<file path="src/rtl/pong_game_ctrl.sv">
// Pong frame controller: detects vertical blanking and runs a four-step update
// sequence (paddles, ball, collisions, scoring) once per frame.
module pong_game_ctrl #(
    parameter int H_DISP       = 640,
    parameter int V_DISP       = 480,
    parameter int PADDLE_H     = 72,
    parameter int PADDLE_W     = 8,
    parameter int PADDLE_X_L   = 32,
    parameter int PADDLE_X_R   = 600,
    parameter int BALL_SIZE    = 8,
    parameter int PADDLE_STEP  = 4,
    parameter int BALL_SPEED   = 2,
    parameter int WIN_SCORE    = 9,
    parameter int SERVE_FRAMES = 60
) (
    input  logic       clk,
    input  logic       reset,
    input  logic       p_tick,
    input  logic [9:0] pixel_x,
    input  logic [9:0] pixel_y,
    input  logic       btn_up_l,
    input  logic       btn_dn_l,
    input  logic       btn_up_r,
    input  logic       btn_dn_r,
    input  logic       btn_start,
    output logic [9:0] paddle_l_y,
    output logic [9:0] paddle_r_y,
    output logic [9:0] ball_x,
    output logic [9:0] ball_y,
    output logic [3:0] score_l,
    output logic [3:0] score_r,
    output logic       game_over,
    output logic       busy
);

    typedef enum logic [1:0] {IDLE, SERVE, PLAY, OVER} game_t;
    typedef enum logic [2:0] {SEQ_IDLE, S_PAD, S_BALL, S_COLL, S_SCORE} seq_t;

    localparam logic [10:0] PAD_MAX   = 11'(V_DISP - PADDLE_H);
    localparam logic [10:0] BALL_YMAX = 11'(V_DISP - BALL_SIZE);
    localparam logic [10:0] STEP      = 11'(PADDLE_STEP);
    localparam logic [10:0] SPD       = 11'(BALL_SPEED);
    localparam logic [10:0] BSZ       = 11'(BALL_SIZE);
    localparam logic [10:0] PH        = 11'(PADDLE_H);
    localparam logic [10:0] HD        = 11'(H_DISP);
    localparam logic [10:0] L_X       = 11'(PADDLE_X_L);
    localparam logic [10:0] L_FACE    = 11'(PADDLE_X_L + PADDLE_W);
    localparam logic [10:0] R_X       = 11'(PADDLE_X_R);
    localparam logic [10:0] R_BACK    = 11'(PADDLE_X_R + PADDLE_W);
    localparam logic [9:0]  L_STOP    = 10'(PADDLE_X_L + PADDLE_W);
    localparam logic [9:0]  R_STOP    = 10'(PADDLE_X_R - BALL_SIZE);
    localparam logic [9:0]  PAD_HOME  = 10'((V_DISP - PADDLE_H) / 2);
    localparam logic [9:0]  BALL_X0   = 10'((H_DISP - BALL_SIZE) / 2);
    localparam logic [9:0]  BALL_Y0   = 10'((V_DISP - BALL_SIZE) / 2);
    localparam logic [9:0]  BLANK_ROW = 10'(V_DISP);
    localparam logic [3:0]  WIN_SC    = 4'(WIN_SCORE);
    localparam logic [7:0]  SERVE_END = 8'(SERVE_FRAMES - 1);

    function automatic logic [10:0] pad_move(input logic [9:0] y, input logic up,
                                             input logic dn);
        logic [10:0] w;
        logic [10:0] r;
        w = {1'b0, y};
        r = w;
        if (up && !dn) begin
            r = (w < STEP) ? 11'd0 : w - STEP;
        end else if (dn && !up) begin
            r = (w + STEP > PAD_MAX) ? PAD_MAX : w + STEP;
        end
        return r;
    endfunction

    function automatic logic [3:0] sat_inc(input logic [3:0] s);
        return (s == 4'hF) ? s : s + 4'd1;
    endfunction

    game_t       game;
    seq_t        seq;
    logic        frame_tick_p0;
    logic        start_q;
    logic [7:0]  serve_cnt;
    logic        dx_right;
    logic        dy_down;
    logic        pt_l;
    logic        pt_r;

    logic [10:0] pl_nx, pr_nx, bx_w, by_w, pl_w, pr_w, nx, ny;
    logic        ndy, miss_l, miss_r, hit_l, hit_r;
    logic [3:0]  sl_inc, sr_inc;
    logic        unused_hi;

    always_comb begin
        pl_nx  = pad_move(paddle_l_y, btn_up_l, btn_dn_l);
        pr_nx  = pad_move(paddle_r_y, btn_up_r, btn_dn_r);
        bx_w   = {1'b0, ball_x};
        by_w   = {1'b0, ball_y};
        pl_w   = {1'b0, paddle_l_y};
        pr_w   = {1'b0, paddle_r_y};
        sl_inc = sat_inc(score_l);
        sr_inc = sat_inc(score_r);

        miss_l = !dx_right && (bx_w < SPD);
        miss_r = dx_right && (bx_w + BSZ + SPD > HD);
        nx     = dx_right ? bx_w + SPD : bx_w - SPD;
        ny     = by_w;
        ndy    = dy_down;
        // A wall bounce pins the ball to the wall for this frame instead of stepping.
        if (dy_down) begin
            if (by_w + SPD > BALL_YMAX) begin
                ny  = BALL_YMAX;
                ndy = 1'b0;
            end else begin
                ny = by_w + SPD;
            end
        end else begin
            if (by_w < SPD) begin
                ny  = 11'd0;
                ndy = 1'b1;
            end else begin
                ny = by_w - SPD;
            end
        end

        hit_l = !dx_right && (bx_w <= L_FACE) && (bx_w + BSZ > L_X) &&
                (by_w + BSZ > pl_w) && (by_w < pl_w + PH);
        hit_r = dx_right && (bx_w + BSZ >= R_X) && (bx_w < R_BACK) &&
                (by_w + BSZ > pr_w) && (by_w < pr_w + PH);
    end

    assign unused_hi = ^{pl_nx[10], pr_nx[10], nx[10], ny[10]};

    always_ff @(posedge clk or negedge reset) begin
        if (!reset) begin
            game          <= IDLE;
            seq           <= SEQ_IDLE;
            frame_tick_p0 <= 1'b0;
            start_q       <= 1'b0;
            serve_cnt     <= 8'd0;
            paddle_l_y    <= PAD_HOME;
            paddle_r_y    <= PAD_HOME;
            ball_x        <= BALL_X0;
            ball_y        <= BALL_Y0;
            dx_right      <= 1'b1;
            dy_down       <= 1'b1;
            pt_l          <= 1'b0;
            pt_r          <= 1'b0;
            score_l       <= 4'd0;
            score_r       <= 4'd0;
            game_over     <= 1'b0;
            busy          <= 1'b0;
        end else begin
            // Stage p0: frame tick at the first blanking line, pixel 0.
            frame_tick_p0 <= p_tick && (pixel_x == 10'd0) && (pixel_y == BLANK_ROW);
            start_q       <= btn_start;

            case (seq)
                SEQ_IDLE: begin
                    if (frame_tick_p0 && (game == SERVE || game == PLAY)) begin
                        seq  <= S_PAD;
                        busy <= 1'b1;
                    end
                    if ((game == IDLE || game == OVER) && btn_start && !start_q) begin
                        score_l   <= 4'd0;
                        score_r   <= 4'd0;
                        serve_cnt <= 8'd0;
                        game_over <= 1'b0;
                        game      <= SERVE;
                    end
                end
                S_PAD: begin
                    paddle_l_y <= pl_nx[9:0];
                    paddle_r_y <= pr_nx[9:0];
                    seq        <= S_BALL;
                end
                S_BALL: begin
                    if (game == PLAY) begin
                        if (miss_l) begin
                            pt_r <= 1'b1;
                        end else if (miss_r) begin
                            pt_l <= 1'b1;
                        end else begin
                            ball_x  <= nx[9:0];
                            ball_y  <= ny[9:0];
                            dy_down <= ndy;
                        end
                    end
                    seq <= S_COLL;
                end
                S_COLL: begin
                    if (game == PLAY) begin
                        if (hit_l) begin
                            ball_x   <= L_STOP;
                            dx_right <= 1'b1;
                        end else if (hit_r) begin
                            ball_x   <= R_STOP;
                            dx_right <= 1'b0;
                        end
                    end
                    seq <= S_SCORE;
                end
                S_SCORE: begin
                    seq  <= SEQ_IDLE;
                    busy <= 1'b0;
                    if (game == SERVE) begin
                        if (serve_cnt == SERVE_END) begin
                            serve_cnt <= 8'd0;
                            game      <= PLAY;
                        end else begin
                            serve_cnt <= serve_cnt + 8'd1;
                        end
                    end else if (pt_l || pt_r) begin
                        // Re-serve toward the player who just lost the point.
                        ball_x   <= BALL_X0;
                        ball_y   <= BALL_Y0;
                        dx_right <= pt_l;
                        pt_l     <= 1'b0;
                        pt_r     <= 1'b0;
                        if (pt_l) begin
                            score_l <= sl_inc;
                        end else begin
                            score_r <= sr_inc;
                        end
                        if ((pt_l && sl_inc == WIN_SC) || (!pt_l && sr_inc == WIN_SC)) begin
                            game      <= OVER;
                            game_over <= 1'b1;
                        end else begin
                            game <= SERVE;
                        end
                    end
                end
                default: begin
                    seq  <= SEQ_IDLE;
                    busy <= 1'b0;
                end
            endcase
        end
    end

endmodule

</file>
<file path="config.mk">
export PLATFORM = sky130hd
export DESIGN_NAME = pong_game_ctrl
export DESIGN_NICKNAME = d
export VERILOG_FILES = /design/src/rtl/pong_game_ctrl.sv
export SDC_FILE = /design/constraint.sdc
export NUM_CORES = 1
export LEC_CHECK = 0
export CAP_MARGIN = 20
export CORE_MARGIN = 5
export CORE_UTILIZATION = 30
export CTS_CLUSTER_DIAMETER = 80
export DETAILED_ROUTE_END_ITERATION = 10
export GPL_TIMING_DRIVEN = 0
export PLACE_DENSITY = 0.56
export SLEW_MARGIN = 20
export SYNTH_ARGS = -nofsm -noshare
export SYNTH_HDL_FRONTEND = slang
export SYNTH_SLANG_ARGS = --single-unit
</file>
<file path="constraint.sdc">
create_clock -name clk -period 4.5 [get_ports clk]
set_input_delay 0.9 -clock clk [delete_from_list [all_inputs] [get_ports clk]]
set_output_delay 0.9 -clock clk [all_outputs]
set_load 0.05 [all_outputs]
</file>
---- Word level (Yosys, flattened, before mapping) ----
Cells that the tools add are included.
word-level totals
  register bits after elaboration ......... 69
  output and inout bits ................... 50
  bits of input ports ..................... 28
cells by class
  bitwise gates (word level) .............. 3
  magnitude comparators ................... 16
  reduce and logical (&&, ||, !) cells .... 56
  equal/unequal tests ..................... 30
  add/sub/neg operators ................... 16
  muxes and demuxes ....................... 75
operators with widths
  cell                                                             count
  two-way mux 10 bit                                               25
  two-way mux 4 bit                                                9
  greater-than comparator 11 x 9 -> 1 bit (second input constant)  3
  case mux 10 bit (3 select lines)                                 1
  inequality test 2 bit (second input constant)                    14
  AND reduction 5 bit                                              5
  two-way mux 8 bit                                                3
  adder 10 x 3 -> 11 bit (second input constant)                   2
  adder 10 x 4 -> 11 bit (second input constant)                   2
  adder 10 x 7 -> 11 bit (second input constant)                   2
  greater-than comparator 11 x 10 -> 1 bit                         2
  < comparator 10 x 11 -> 1 bit                                    2
  logical AND 1 bit                                                21
  < comparator 10 x 2 -> 1 bit (second input constant)             2
  < comparator 10 x 3 -> 1 bit (second input constant)             2
  two-way mux 1 bit                                                20
  case mux 10 bit (2 select lines)                                 1
  subtractor 10 x 2 -> 10 bit (second input constant)              2
  subtractor 10 x 3 -> 10 bit (second input constant)              2
  == test 4 bit (second input constant)                            4
  case mux 4 bit (2 select lines)                                  2
  case mux 8 bit (2 select lines)                                  1
  case mux 3 bit (4 select lines)                                  1
  AND reduction 6 bit                                              2
  35 further kinds                                                 66

---- Longest topological paths before layout ----
  word-level depth ........................ 10
  mapped depth ............................ 15
  gate-level depth less buffers ........... 14

---- Least setup slack after synthesis ----
Ideal clock, no wire load.
  kind .................................... register to register
  from .................................... reg ball_y[3]
  to ...................................... reg ball_x[6]
  cell stages (with the launch flop) ...... 15
  slack ................................... 1.065 ns
  period minus slack after synthesis ...... 3.435 ns
  arrival ................................. 3.314 ns
  cell sequence ........................... dfstp_2 > clkbuf_1 > and3_1 > nand3_1 > xnor2_1 > ha_1 > nand3_1 > a211oi_1 > or4_1 > a21oi_1 > o31a_1 > and2_4 > a211oi_4 > buf_6 > o22a_1
between the ends
  longest elaborated chain between the ends .. 7
  elaborated cells between the ends (all ways) .. 14
  classes of those cells .................. add/sub: 1; order compare: 4; eq/ne: 1; mux: 3; reduce/logical: 5
ends and longest elaborated chain
  element                                   line      source
  start, declared                           29        output logic [9:0] ball_y,
  start signal, assigned                    183       ball_y <= ny[9:0];
  adder 10 x 4 -> 11 bit                    125, 127
  greater-than comparator 11 x 10 -> 1 bit  125       (by_w + BSZ > pl_w) && (by_w < pl_w + PH);
  logical AND 1 bit                         124       hit_l = !dx_right && (bx_w <= L_FACE) && (bx_w + BSZ > L_X) &&
  logical AND 1 bit                         125
  two-way mux 10 bit                        191       if (hit_l) begin
  two-way mux 10 bit                        190       if (game == PLAY) begin
  case mux 10 bit (3 select lines)          156       case (seq)
  end signal, assigned                      182       ball_x <= nx[9:0];
  end, declared                             28        output logic [9:0] ball_x,
Parallel ways exist; a longest one is shown, timed or not. The select of a mux whose other input is x is not followed.
A chain may end at the register's enable or synchronous reset.

---- Final worst setup path ----
  from .................................... reg ball_y[3]
  to ...................................... reg ball_x[9]
The elaborated chain is that of the path after synthesis.

==> summary.md <==
| Metric | Value |
|---|---|
| Status | `complete, no violations` |
| CTS Buffer Depth | `2` |
| Cell Area, Synth | `6370 um^2` |
| Worst-path clk slew | `60 ps` |
| Design area | `7740 um^2` |
| Reg2reg end | `ball_x[9]$_DFFE_PN0P_` |
| Ports | `78` |
| Main combinational cell family by area after synthesis | `simple AND/OR/NAND/NOR gates` |
| Post-route ant nets | `0` |
| Complex-gate fraction of the synthesized area | `24.2%` |
| Util after Layout | `37.0%` |
| Worst-Skew Late Latency | `roughly 340 ps` |
| Reg2reg start | `ball_y[3]$_DFFE_PN1P_` |
| Setup repair after global routing missed its margin | `no` |
| Final WL | `18.8 mm` |
| Cts bufs inserted | `9` |
| WHS | `between 400 and 500 ps` |
| P&R area growth vs syn | `21.5%` |
| Mux contribution to synthesized area | `between 1 and 1.5%` |
| Final hold violation count | `0` |
| Fill cells | `~2200` |
| Crit path DAT | `4130 ps` |
| Max-cap check violation count | `0` |
| GR Overflow Total | `0` |
| Pre-CTS setup slack | `616 ps` |
| H-tree Lvls | `3` |
| FF/Latch Area | `1600 um^2` |
| Port Buffer Count | `71` |
| Syn Area/Cell | `7.70 um^2` |
| Ys flop type | `dfrtp_1` |
| Max incr delay on CP | `590 ps` |
| First drt pass iteration count | `5` |
| Routability cong. | `between 0.9 and 1` |
| # Post-CTS Setup Buffers | `0` |
| Most used cell, CP | `nand3_1` |
| CTS Hold Bufs | `0` |
| Min-delay worst type | `in -> async` |
| Post-synth top cells | `79 x nand2_1, 76 x nor2_1, 68 x a21oi_1, 64 x ha_1, 47 x inv_1` |
| Yosys top cell by area | `dfrtp_1` |
| Vias | `6380` |
| P per Cell Area | `398 nW/um^2` |
| Placed inst area | `roughly 7500 um^2` |
| DRC violations left | `0` |
| Fraction of layout cells with a size suffix above 1 | `7.70%` |
| Crit-path cells | `clkbuf_1 > and3_1 > nand3_1 > xnor2_1 > ha_1 > nand3_1 > a211oi_1 > or4_1 > a21oi_1 > o31a_1 > and2_4 > a211oi_4 > buf_6 > o22a_1` |
| WL per Instance | `~16 um` |
| Starting DRC count in detailed routing | `a little under 400` |
| Final WS setup | `593 ps` |
| N_diodes | `0` |
| Setup violators final | `0` |
| Nets | `1009` |
| Worst vdd ir | `0.000242 V` |
| First-pass GRT wire length | `30.5 mm` |
| Core box area | `between 20000 and 25000 um^2` |
| Worst reg2reg path depth | `14` |
| CTS tree | `yes` |
| Data required, critical path | `4720 ps` |
| Initial antenna violation count | `0` |
| Worst slew margin | `a little over a third` |
| Clock sink count | `63` |
| Row cnt | `53` |
| Max Slew Vio Count | `0` |
| Die area | `24300 um^2` |
| Period utilisation layout | `approximately 87%` |
| Crit-path max FO | `10` |
| Synth Instances | `between 800 and 900` |
| Die X | `156 um` |
| Yosys reg bits | `63` |
| Setup slack, reg-to-reg | `590 ps` |
| Vias/cell | `5.33` |
| Slowest cell on crit path | `dfstp_2` |
| Leakage | `3.17 nW` |
| Placed cells | `between 1000 and 1500` |
| Hpwl dp | `between 10 and 15 mm` |
| EDFF count, synth | `0` |
| Yosys top cell area share | `16.9%` |
| Measured slew at the worst slew-check pin | `between 900 and 1000 ps` |
| Kind of end point of the critical path | `register` |
| Crit path kind | `reg -> reg` |
| Simple-Gate Fraction of Synth Area | `24.3%` |
| Tot GR Track Use | `15.4%` |
| Worst Clk Skew | `approximately 8.4 ps` |
| Sequential fraction of the synthesis area | `25.1%` |
| Final cell count without fillers | `approximately 1200` |
| XOR/XNOR Fraction of Synth Area | `5.64%` |
| Overall power | `3.09 mW` |
| Ys Warns | `0` |
| Post-CTS sizing | `0` |
| Initial core utilization | `30.4%` |
| Top-count cell post-synth | `nand2_1` |
| Setup crit start kind | `register` |
| Synth Area in Adders | `roughly an eighth` |
| Fmax | `0.256 GHz` |
| Area of the multi-input gates | `4370 um^2` |
| Top cells by area, synth | `dfrtp_1 17%, ha_1 13%, dfstp_2 8.2%, a21oi_1 5.3%, nand2_1 4.7%` |
| FFs w/ async S/R, synth | `100%` |
| Pin count of the biggest net entering global routing | `37` |
| Final Critical Period | `3910 ps` |
| Number of global-route vias before repair | `6070` |
| CTS root buf | `clkbuf_16` |
| Vert. Die Dim | `156 um` |
| Distinct cells, synth | `81` |
| Setup Total Neg Slack | `0 ps` |
[area by class of cell]
cell class	instances	area share [%]
tap	275	4.44
clock inverter	6	0.614
multi-input combinational	668	56.4
clock buffer	10	2.96
inverter	49	2.37
sequential	63	20.7
buffer	53	3.09
timing repair buffer	73	9.47
[per-layer routing]
| layer | global-route usage, % | up-vias | wire [um] |
|---|---|---|---|
| met4 | 5.29 | 0 | 407 |
| met5 | 0 | - | 0 |
| met3 | 3.36 | 29 | 1040 |
| met1 | 20.5 | 2995 | 8950 |
| met2 | 24.5 | 184 | 8440 |
| li1 | - | 3172 | - |
[critical path: cells and delay by family, from the launching register on]
kind | cells | cell delay (ps)
simple gates | 5 | 1200
compound gates | 5 | 910
flops | 1 | 590
buf+inv | 2 | 520
fa+ha+maj | 1 | 300
xor+xnor | 1 | 260
[how the worst max path moves through the flow]
stage,start,to,cells after the start
finish,ball_y[3]$_DFFE_PN1P_,ball_x[9]$_DFFE_PN0P_,14
global route,ball_y[3]$_DFFE_PN1P_,ball_x[9]$_DFFE_PN0P_,14
CTS,ball_y[3]$_DFFE_PN1P_,ball_x[9]$_DFFE_PN0P_,14
detailed placement,ball_y[3]$_DFFE_PN1P_,ball_x[9]$_DFFE_PN0P_,14
global placement,reset,paddle_l_y[4]$_DFFE_PN0P_,1
floorplan,ball_y[3]$_DFFE_PN1P_,ball_x[6]$_DFFE_PN0P_,14
[layout by cell type (no fill, tap or decap), types with 5 or more instances in the layout]
cell type         n
a211oi_1          7
a21boi_0          5
a21o_1            6
a21oi_1          68
a22o_1            6
a31o_2            5
a31oi_1          12
and3_1           14
buf_2             5
buf_4             8
clkbuf_1         41
clkbuf_16         9
clkdlybuf4s50_1  70
conb_1            6
dfrtp_1          43
dfstp_2          20
ha_1             64
inv_1            47
mux2i_1           5
nand2_1          79
nand2b_1         10
nand3_1          34
nand4_1           8
nor2_1           76
nor2b_1           5
nor3_1           37
nor4_1           10
o211ai_1          5
o21ai_0          42
o21ai_1           8
o22a_1            6
o22ai_1          15
or3_1             7
or4_1             6
xnor2_1          28
xor2_1           13
[power by group]
group / switching [mW] / internal (mW) / total, mW
combinational: 1.05 / 0.571 / 1.62
sequential: 0.128 / 0.683 / 0.811
clock: 0.276 / 0.375 / 0.652
[state kept, by name, indices dropped and copies added (netlist names)]
register       flops
dx_right           1
score_r            4
pt_r               1
ball_y             9
frame_tick_p0      1
paddle_l_y         8
game               2
serve_cnt          8
dy_down            1
seq                3
game_over          1
start_q            1
ball_x             9
pt_l               1
busy               1
paddle_r_y         8
score_l            4
[logic make-up after synthesis]
group	count (synthesis)
other	1
adder cells (fa/ha/maj)	65
AO/OA/AOI/OAI	234
XOR/XNOR	41
buffers and inverters	102
AND/OR/NAND/NOR	314
multiplexers	8
flip-flops	63
Note: power is estimated with default switching activity, not from simulation.
